--- src/rtl/bcd_to_bin.sv ---
// Sequential BCD-to-binary converter (reverse double-dabble), one result bit per clock.
// Flags overflow past BIN_WIDTH bits and forces a zero result when any input digit is invalid.
module bcd_to_bin #(
    parameter int unsigned NUM_DIGITS = 16,
    parameter int unsigned BIN_WIDTH  = 50
) (
    input  logic                    clk,
    input  logic                    rst,
    input  logic                    start,
    input  logic [4*NUM_DIGITS-1:0] bcd_num,
    output logic                    busy,
    output logic                    done,
    output logic [BIN_WIDTH-1:0]    bin_num,
    output logic                    overflow,
    output logic                    err_digit
);

    localparam int unsigned BcdW = 4 * NUM_DIGITS;
    localparam int unsigned CntW = $clog2(BIN_WIDTH + 1);

    typedef enum logic [1:0] {StIdle, StConvert, StDone} state_e;

    state_e                 state_q, state_d;
    logic [BcdW-1:0]        bcd_q;
    logic [BIN_WIDTH-1:0]   bin_q;
    logic [CntW-1:0]        cnt_q;
    logic                   err_pend_q;
    logic                   done_q;
    logic [BIN_WIDTH-1:0]   bin_num_q;
    logic                   overflow_q;
    logic                   err_digit_q;

    logic [BcdW+BIN_WIDTH-1:0] shifted;
    logic [BcdW-1:0]           bcd_adj;
    logic                      bad_digit;

    // Shift right, then pull every digit that landed at >= 8 back down by 3.
    always_comb begin
        shifted = {bcd_q, bin_q} >> 1;
        bcd_adj = shifted[BcdW+BIN_WIDTH-1 -: BcdW];
        for (int i = 0; i < int'(NUM_DIGITS); i++) begin
            if (bcd_adj[4*i +: 4] >= 4'd8) begin
                bcd_adj[4*i +: 4] = bcd_adj[4*i +: 4] - 4'd3;
            end
        end
    end

    always_comb begin
        bad_digit = 1'b0;
        for (int i = 0; i < int'(NUM_DIGITS); i++) begin
            if (bcd_num[4*i +: 4] > 4'd9) begin
                bad_digit = 1'b1;
            end
        end
    end

    // State register
    always_ff @(posedge clk) begin
        if (rst) begin
            state_q <= StIdle;
        end else begin
            state_q <= state_d;
        end
    end

    // Next-state logic
    always_comb begin
        state_d = state_q;
        unique case (state_q)
            StIdle:    if (start) state_d = StConvert;
            StConvert: if (cnt_q == CntW'(BIN_WIDTH - 1)) state_d = StDone;
            StDone:    state_d = StIdle;
            default:   state_d = StIdle;
        endcase
    end

    // Datapath and registered results
    always_ff @(posedge clk) begin
        if (rst) begin
            bcd_q       <= '0;
            bin_q       <= '0;
            cnt_q       <= '0;
            err_pend_q  <= 1'b0;
            done_q      <= 1'b0;
            bin_num_q   <= '0;
            overflow_q  <= 1'b0;
            err_digit_q <= 1'b0;
        end else begin
            done_q <= 1'b0;
            unique case (state_q)
                StIdle: begin
                    if (start) begin
                        bcd_q      <= bcd_num;
                        bin_q      <= '0;
                        cnt_q      <= '0;
                        err_pend_q <= bad_digit;
                    end
                end
                StConvert: begin
                    bcd_q <= bcd_adj;
                    bin_q <= shifted[BIN_WIDTH-1:0];
                    cnt_q <= cnt_q + CntW'(1);
                end
                StDone: begin
                    done_q <= 1'b1;
                    if (err_pend_q) begin
                        bin_num_q   <= '0;
                        overflow_q  <= 1'b0;
                        err_digit_q <= 1'b1;
                    end else begin
                        bin_num_q   <= bin_q;
                        overflow_q  <= (bcd_q != '0);
                        err_digit_q <= 1'b0;
                    end
                end
                default: ;
            endcase
        end
    end

    // Outputs
    always_comb begin
        busy      = (state_q != StIdle);
        done      = done_q;
        bin_num   = bin_num_q;
        overflow  = overflow_q;
        err_digit = err_digit_q;
    end

endmodule
--- config.mk ---
export PLATFORM = sky130hd
export DESIGN_NAME = bcd_to_bin
export DESIGN_NICKNAME = d
export VERILOG_FILES = /design/src/rtl/bcd_to_bin.sv
export SDC_FILE = /design/constraint.sdc
export NUM_CORES = 1
export LEC_CHECK = 0
export ABC_AREA = 0
export CAP_MARGIN = 20
export CORE_MARGIN = 4
export CORE_UTILIZATION = 54
export DETAILED_ROUTE_END_ITERATION = 7
export GPL_ROUTABILITY_DRIVEN = 0
export HOLD_SLACK_MARGIN = 0.08
export PLACE_DENSITY_LB_ADDON = 0.3
export SLEW_MARGIN = 20
export SYNTH_ARGS = -nofsm -noshare
export SYNTH_HDL_FRONTEND = slang
export SYNTH_SLANG_ARGS = --single-unit
--- constraint.sdc ---
create_clock -name clk -period 1.8 [get_ports clk]
set_clock_uncertainty 0.1 [all_clocks]
set_input_delay 0.18 -clock clk [delete_from_list [all_inputs] [get_ports clk]]
set_output_delay 0.18 -clock clk [all_outputs]
set_load 0.03 [all_outputs]
# Yosys cells after proc, flatten, opt, wreduce, memory -nomap -nowiden
# Index checks and enable logic that the tools add are counted.
[totals] regBits=176 in_bits=67
[op_classes] n_addsub=17 order_cmp=32 eq_ne=5 mux=45 reduce_logical=7
[ops] op="$pmux W64 S2" count=1
[ops] op="$mux W50" count=2
[ops] op="$pmux W50 S2" count=1
[ops] op="$gt A4 B4 Y1 const B" count=16
[ops] op="$mux W4" count=16
[ops] op="$mux W64" count=1
[ops] op="$reduce_bool A64 Y1" count=1
[ops] op="$ge A4 B4 Y1 const B" count=15
[ops] op="$sub A4 B2 Y4 const B" count=15
[ops] op="$mux W1" count=19
[ops] op="$pmux W6 S2" count=1
[ops] op="$add A6 B1 Y6 const B" count=1
[ops] op="$eq A6 B6 Y1 const B" count=1
[ops] op="$mux W6" count=1
[ops] op="$reduce_and A2 Y1" count=3
[ops] op="$ge A3 B4 Y1 const B" count=1
[ops] op="$mux W2" count=2
[ops] op="$ne A2 B2 Y1 const B" count=2
[ops] op="$pmux W2 S2" count=1
[ops] op="$reduce_bool A2 Y1" count=2
[ops] op="$sub A3 B2 Y4 const B" count=1
[ops] op="$eq A2 B1 Y1 const B" count=1
[ops] op="$eq A2 B2 Y1 const B" count=1
[ops] op="$logic_not A2 Y1" count=1

# Depth between registers and ports, before layout
# Gate-level depths: netlist (run 1).
[depth] ltp_word=17 ltp_mapped=6

# Least setup slack after synthesis (run 1)
# Ideal clock, no wire load.
[synth_path] path_type="register to register" startpoint="reg bcd_q[52]" endpoint="reg overflow_q (netlist: overflow)" arrival_time_ns=1.412 t_required_ns=1.583 path_slack_ns=0.171 path_stages_with_launch=6 path_buffers=1 period_less_slack_ns=1.629 cell_sequence="dfxtp_1 buf_6 nor4_2 nand4_1 or4_1 a22o_1"
[synth_between] elab_chain_cells=2
[synth_lines] item="start, declared" line="24" source="logic [BcdW-1:0] bcd_q;"
[synth_lines] item="start signal, assigned" line="93" source="bcd_q <= bcd_num;"
[synth_lines] item="start signal, assigned" line="100" source="bcd_q <= bcd_adj;"
[synth_lines] item="$reduce_bool A64 Y1" line="112" source="overflow_q <= (bcd_q != '0);"
[synth_lines] item="$mux W1" line="106" source="if (err_pend_q) begin"
[synth_lines] item="end signal, assigned" line="112"
[synth_lines] item="end, declared" line="30" source="logic overflow_q;"
# Every way passes these cells.
# A chain may end at the register's enable or synchronous reset.

# Worst setup path in the final report (run 1)
[layout_path] startpoint="reg bin_num_q[32] (netlist: bin_num[32])" endpoint="out bin_num[32]"
[layout_lines] item="start, declared" line="29" source="logic [BIN_WIDTH-1:0] bin_num_q;"
[layout_lines] item="start signal, assigned" line="111" source="bin_num_q <= bin_q;"
[layout_lines] item="end, declared" line="13" source="output logic [BIN_WIDTH-1:0] bin_num,"
# No word-level cell between the ends.

==> flow_summary.ini, run 1 <==
[placed_design]
place_inst = 1153
dp_slack_ns = -0.126
io_buffers = 120
place_hpwl_um = 12900

[setup_path]
cp_data_required_time_ns = 1.52
endpoint_kind = output pin
cp-start-kind = flip-flop
critPathMaxStageDelay_ns = 0.68
ff2ff_path_depth = 4
path_cells = clkdlybuf4s50_1
cp.arrival_ns = 1.46
cp_slowest_cell = clkdlybuf4s50_1
worst-path-buf-inv = 1
crit_fanout = 2
path_class = flip-flop to output pin
crit_family = buffers and inverters
cp_num_cells = 1

[power_and_ir_drop]
ir_drop_mv = 0.652
internal_power_mw = 6.61
clockPowerShare_pct = 38.5
powerDensity_nw_per_um2 = 910
p_switching_mw = 2.63
switching_share_pct = 28.5
leakagePower_nw = 3.95
pwr-share-seq_pct = 45.2
combPwrFrac_pct = 16.3

[route]
route.detailed.drc = 0
wl_um = 20100
via_per_inst = 5.83
detail-route-antenna-nets = 0
first_pass_iters = 5
vias = 6916
first_iter_violations = 677
routedWlPerCell_um = 16.9

[synthesis]
syn_nets = 957
post_synth_fa_ha_maj_area_fraction_pct = 5.20
synth_compound_area_share_pct = 20.9
yosys.area_share.xor_xnor_pct = 3.41
ys.flop_type = dfxtp_1
synth_seq_area_share_pct = 45.7
synth_edf_count = 0
syn-instance-count = 858
yosys.area_share.simple_pct = 18.4
avgSynthCellArea_um2 = 8.98
synth.cell_area_um2 = 7700
ys.warnings.count = 0
synth_mux_area_share_pct = 0.422
ys_ff_latch = 176
yosys.cell_types.count = 39
synth_top_family_by_area = compound AO/OA/AOI/OAI gates
synth_async_sr_flop_share_pct = 0

[min_path]
holdPathStages = 3
hold_path_class = input port to flip-flop

[global_route]
antenna_found_initial = 0
grt_overflow = 0
grt_pass1_wl_um = 31600
grt.total_usage_pct = 23.7
grt_pass1_vias = 6225
grt_max_degree = 68

[job]
drv_cap = 0

[status]
status = finished, final reports clean

[clock_tree]
insertion_delay_ns = 0.43
tritoncts = built
clock-root-buffer = clkbuf_16
cts.clk_slew.worst_paths_ns = 0.07
htree_num_levels = 4
clock_path_buffers = 2
numClockSinks = 176
cts_hold_buffers = 0
cts_made_buffers = 17

[die]
start_util_pct = 55.3
fp.dieW_um = 127
coreArea_um2 = 13900
rows = 43
die_height_um = 127
dieArea_um2 = 16200
ios = 121

[sta]
fmax_mhz = 574
post-route-min-period_ns = 1.74
max-slew-margin-rel_pct = 74.3
whs_ns = 0.122
setup_viol = 0
period_share_pct = 96.8
worst_slew_pin_slew_ns = 0.381
drv_slew = 0
postLayoutSetupSlackWorst_ns = 0.0578
rsz0062_at_grt = yes
hold_viol = 0

[cells_and_area]
drive_above_1_share_pct = 12.7
fillers = 1009
layout.cells.non_filler = 1186
layout.nets = 1092
diodes = 0
syn_to_final_growth_pct = 31.7
-- cells by family (layout without fill, tap and decap cells) --
kind of cell | Yosys count | count (layout)
AO/OA/AOI/OAI | 209 | 209
flip-flops | 176 | 176
multiplexers | 3 | 3
adder cells (fa/ha/maj) | 32 | 32
buffers and inverters | 109 | 257
XOR/XNOR | 30 | 30
AND/OR/NAND/NOR | 299 | 299
-- final timing paths --
| path | start | end | slack, ns |
|---|---|---|---|
| worst max-delay path | bin_num[32]$_SDFFE_PP0P_ | bin_num[32] | 0.06 |
| worst min-delay path | rst | cnt_q[1]$_SDFFE_PP0P_ | 0.12 |
| worst max register to register | bcd_q[6]$_SDFFE_PP0P_ | overflow$_SDFFE_PP0P_ | 0.06 |
| worst min register to register | bin_q[42]$_SDFFE_PP0P_ | bin_q[41]$_SDFFE_PP0P_ | 0.36 |
-- sequential cells by signal, indices dropped and copies added, names as in the netlist --
| register | cells |
|---|---|
| bcd_q | 64 |
| bin_num | 50 |
| bin_q | 50 |
| cnt_q | 6 |
| state_q | 2 |
| done | 1 |
| err_digit | 1 |
| err_pend_q | 1 |
| overflow | 1 |
-- placed cells by master (no fill, tap or decap), types with 17 or more instances in the layout --
cell type        count
a311oi_1            37
o21ai_0             17
nor4_1              24
buf_4               64
clkbuf_16           18
clkdlybuf4s50_1    116
xnor2_1             30
nand3_1             17
dfxtp_1            176
a21oi_1             44
a22o_1              70
nand2_1             89
nor2_1             101
inv_1               31
ha_1                32
-- cell type report --
type	instances	area (um^2)	area share (%)
multi-input combinational	573	3830	37.8
clock inverter	14	143	1.41
sequential	176	3520	34.7
inverter	31	116	1.15
timing repair buffer	194	1880	18.5
clock buffer	18	429	4.23
tap	180	225	2.22
-- metrics by stage --
| step | TNS [ns] | instance area, um^2 | util (%) | power, mW |
|---|---|---|---|---|
| final | 0 | 10100 | 72.8 | 9.23 |
| after CTS | 0 | 10000 | 72.0 | 9.19 |
| after global routing | -0.0116 | 10100 | 72.8 | 9.58 |
| after detailed placement | -7.56 | 9450 | 67.8 | 5.66 |
| after global placement | -4.94 | 9450 | 67.8 | 5.63 |
| after floorplan | 0 | 7700 | - | 5.05 |
-- cells in the mapped netlist (15+ instances only) --
library cell / n / area [um^2]
dfxtp_1: 176 / 3520
nor2_1: 102 / 383
nand2_1: 89 / 334
a22o_1: 70 / 613
a21oi_1: 44 / 220
clkbuf_1: 39 / 146
a311oi_1: 37 / 324
nor4_1: 33 / 206
ha_1: 32 / 400
inv_1: 31 / 116
xnor2_1: 30 / 263
buf_2: 29 / 145
nand3_1: 17 / 85.1
o21ai_0: 17 / 85.1
nand2b_1: 16 / 100
nor3b_1: 16 / 120
a221oi_1: 15 / 131
o211a_1: 15 / 150
-- power groups by stage --
| stage | registers [mW] | clock network, mW | logic [mW] |
|---|---|---|---|
| 6_report | 4.17 | 3.56 | 1.50 |
| 5_1_grt | 4.19 | 3.76 | 1.63 |
| 4_1_cts | 4.15 | 3.60 | 1.45 |
| 3_5_place_dp | 4.23 | 0 | 1.43 |
| 3_3_place_gp | 4.23 | 0 | 1.40 |
| 2_1_floorplan | 4.24 | 0 | 0.814 |
-- metal layers --
| layer | track usage [%] | vias to the layer above | share of wire [%] |
|---|---|---|---|
| met3 | 4.22 | 30 | 5.8 |
| li1 | - | 3327 | - |
| met4 | 9.02 | 0 | 2.1 |
| met5 | 0 | - | 0 |
| met1 | 33.4 | 3299 | 45 |
| met2 | 36.4 | 260 | 47 |
-- repair_timing --
action / CTS / global route
setup buffers: 0 / 0
setup endpoints to repair: 3 / 12
gates resized for setup: 5 / 15
pin swaps: 0 / 1
cloned: 0 / 1
Note: power is estimated with default switching activity, not from simulation.
==> run 2: changes to the inputs <==
--- a/config.mk
+++ b/config.mk
@@ -8,7 +8,7 @@
 export ABC_AREA = 0
 export CAP_MARGIN = 20
 export CORE_MARGIN = 4
-export CORE_UTILIZATION = 54
+export CORE_UTILIZATION = 49
 export DETAILED_ROUTE_END_ITERATION = 7
 export GPL_ROUTABILITY_DRIVEN = 0
 export HOLD_SLACK_MARGIN = 0.08
==> constraint.sdc (replaced) <==
create_clock -name clk -period 1.6 [get_ports clk]
set_clock_uncertainty 0.1 [all_clocks]
set_input_delay 0.16 -clock clk [delete_from_list [all_inputs] [get_ports clk]]
set_output_delay 0.16 -clock clk [all_outputs]
set_load 0.03 [all_outputs]
==> run 2 against run 1 <==
Die area rose by 9.5%. Non-clock buffer count rose by 45. Design area rose by 6.9%. The run now ends with setup timing left. Power rose by 17%. Critical endpoint is now overflow$_SDFFE_PP0P_. Routed wire length rose by 8.7%. Global-route usage fell by 0.68 points. Critical path depth rose by 3. Hold slack got worse by 0.029 ns. Core utilization fell by 2.0 points. Largest power group unchanged. Sequential share of layout area fell by 2.2 points. Largest cell class unchanged. Sequential power rose by 12%.
==> flow_summary.ini, run 2 (synthesized netlist as in run 1, its figures left out) <==
[cells_and_area]
diodes = 0
drive_above_1_share_pct = 19.4
layout.nets = 1139
multiInputGateArea_um2 = 3980
final_common_cell = dfxtp_1
largest_register_ffs = 64
seqCellArea_um2 = 3530
final_util_pct = 70.8
layout.cells.non_filler = 1264
largest_register = bcd_q
layout_common_cells = 173 x dfxtp_1, 100 x nor2_1, 92 x buf_4
fillers = 1162
final_area_um2 = 10800
syn_to_final_growth_pct = 40.8

[clock_tree]
htree_num_levels = 4
numClockSinks = 176
clock-root-buffer = clkbuf_16
tritoncts = built
cts_hold_buffers = 0
insertion_delay_ns = 0.43
clock_path_buffers = 2
cts.clk_slew.worst_paths_ns = 0.07
cts_made_buffers = 17

[status]
violations = setup timing
status = finished with violations

[global_route]
grt_pass1_wl_um = 33500
top_usage_layer = met2
grt.total_usage_pct = 23.0
grt_pass1_vias = 6711
use_met2_pct = 36.5
antenna_found_initial = 0
grt_overflow = 0
use_met3_pct = 4.12
met1_usage_pct = 30.6
grt_max_degree = 50

[die]
dieArea_um2 = 17800
coreArea_um2 = 15300
start_util_pct = 50.3
fp.dieW_um = 133
ios = 121
rows = 45
die_height_um = 133

[power_and_ir_drop]
leakagePower_nw = 4.54
p_switching_mw = 3.03
powerDensity_nw_per_um2 = 995
combPwrFrac_pct = 18.9
pwr-share-seq_pct = 43.2
switching_share_pct = 28.1
clockPowerShare_pct = 37.9
ir_drop_mv = 0.867
internal_power_mw = 7.76

[sta]
post-route-min-period_ns = 1.82
period_share_pct = 114
worst_slew_pin_slew_ns = 0.492
setup_viol = 1
max-slew-margin-rel_pct = 67.1
setup-tns-final_ns = -0.223
fmax_mhz = 549
rsz0062_at_grt = yes
hold_viol = 0
drv_slew = 0
postLayoutSetupSlackWorst_ns = -0.223

[route]
detail-route-antenna-nets = 0
routedWlPerCell_um = 17.3
via_per_inst = 5.71
first_pass_iters = 6
wl_um = 21800
vias = 7214
first_iter_violations = 620
route.detailed.drc = 0

[setup_path]
path_cells = nor4_1 > nand4_1 > or4_4 > a22o_1
endpoint_kind = flip-flop
critPathMaxStageDelay_ns = 0.53
path_class = flip-flop to flip-flop
cp-start-kind = flip-flop
cp_data_required_time_ns = 1.82
cp_slowest_cell = or4_4
cp.arrival_ns = 2.05
crit_fanout = 2
ff2ff_path_depth = 4

[placed_design]
io_buffers = 120
dpl_cell_area_um2 = 9720
place_inst = 1211
place_hpwl_um = 13100
dp_slack_ns = -0.712

[job]
drv_cap = 0

[min_path]
hold_path_class = input port to flip-flop
holdPathStages = 3
==> run 2: cell types whose count changed in the layout (fill, tap and decap cells not counted), sizes merged, moves of 2 or more <==
cell / previous run / this run
clkdlybuf4s50: 116 / 65
dlygate4sd2: 1 / 53
buf: 74 / 117
nor2: 104 / 106
==> run 2: routing by layer <==
layer,up-vias,routed length [um]
li1,3426,-
met1,3431,9430
met2,306,10300
met3,51,1500
met4,0,655
met5,-,0
==> run 2: final timing paths <==
| path | from | end | slack [ns] |
|---|---|---|---|
| max | bcd_q[0]$_SDFFE_PP0P_ | overflow$_SDFFE_PP0P_ | -0.22 |
| min | rst | cnt_q[1]$_SDFFE_PP0P_ | 0.09 |
| max reg2reg | bcd_q[0]$_SDFFE_PP0P_ | overflow$_SDFFE_PP0P_ | -0.22 |
| min reg2reg | bin_num[14]$_SDFFE_PP0P_ | bin_num[14]$_SDFFE_PP0P_ | 0.37 |
==> run 2: critical path, delay by kind of cell, from the launching register on <==
family / cells / cell delay, ns
flops: 1 / 0.33
compound gates: 1 / 0.19
simple gates: 3 / 1.10
==> run 2: area by class of cell <==
class,count,share of cell area (%)
flip-flops and latches,176,32.6
well taps,211,2.43
clock inverters,14,1.34
repair buffers,239,21.9
inverters,31,1.07
multi-input cells,575,36.7
clock buffers,18,3.96
==> run 2: power by group through the flow <==
stage | Combinational, mW | Sequential (mW) | Clock (mW)
5_1_grt | 2.20 | 4.68 | 4.30
3_5_place_dp | 1.69 | 4.74 | 0
4_1_cts | 1.85 | 4.66 | 4.11
6_report | 2.04 | 4.67 | 4.09
3_3_place_gp | 1.66 | 4.74 | 0
2_1_floorplan | 0.925 | 4.77 | 0
==> run 2: what timing repair did <==
item                                    4_1_cts  5_1_grt
pin swaps                                     8       21
endpoints found under the setup margin      176       57
setup buffers                                 8        5
resized for setup                            86       33
cloned                                        3        5
==> run 2: per-stage QoR <==
step           hold WS (ns)  power [mW]
2_1_floorplan         0.196        5.70
3_3_place_gp          0.352        6.40
3_5_place_dp          0.358        6.43
4_1_cts              0.0820        10.6
5_1_grt              0.0962        11.2
6_report             0.0925        10.8
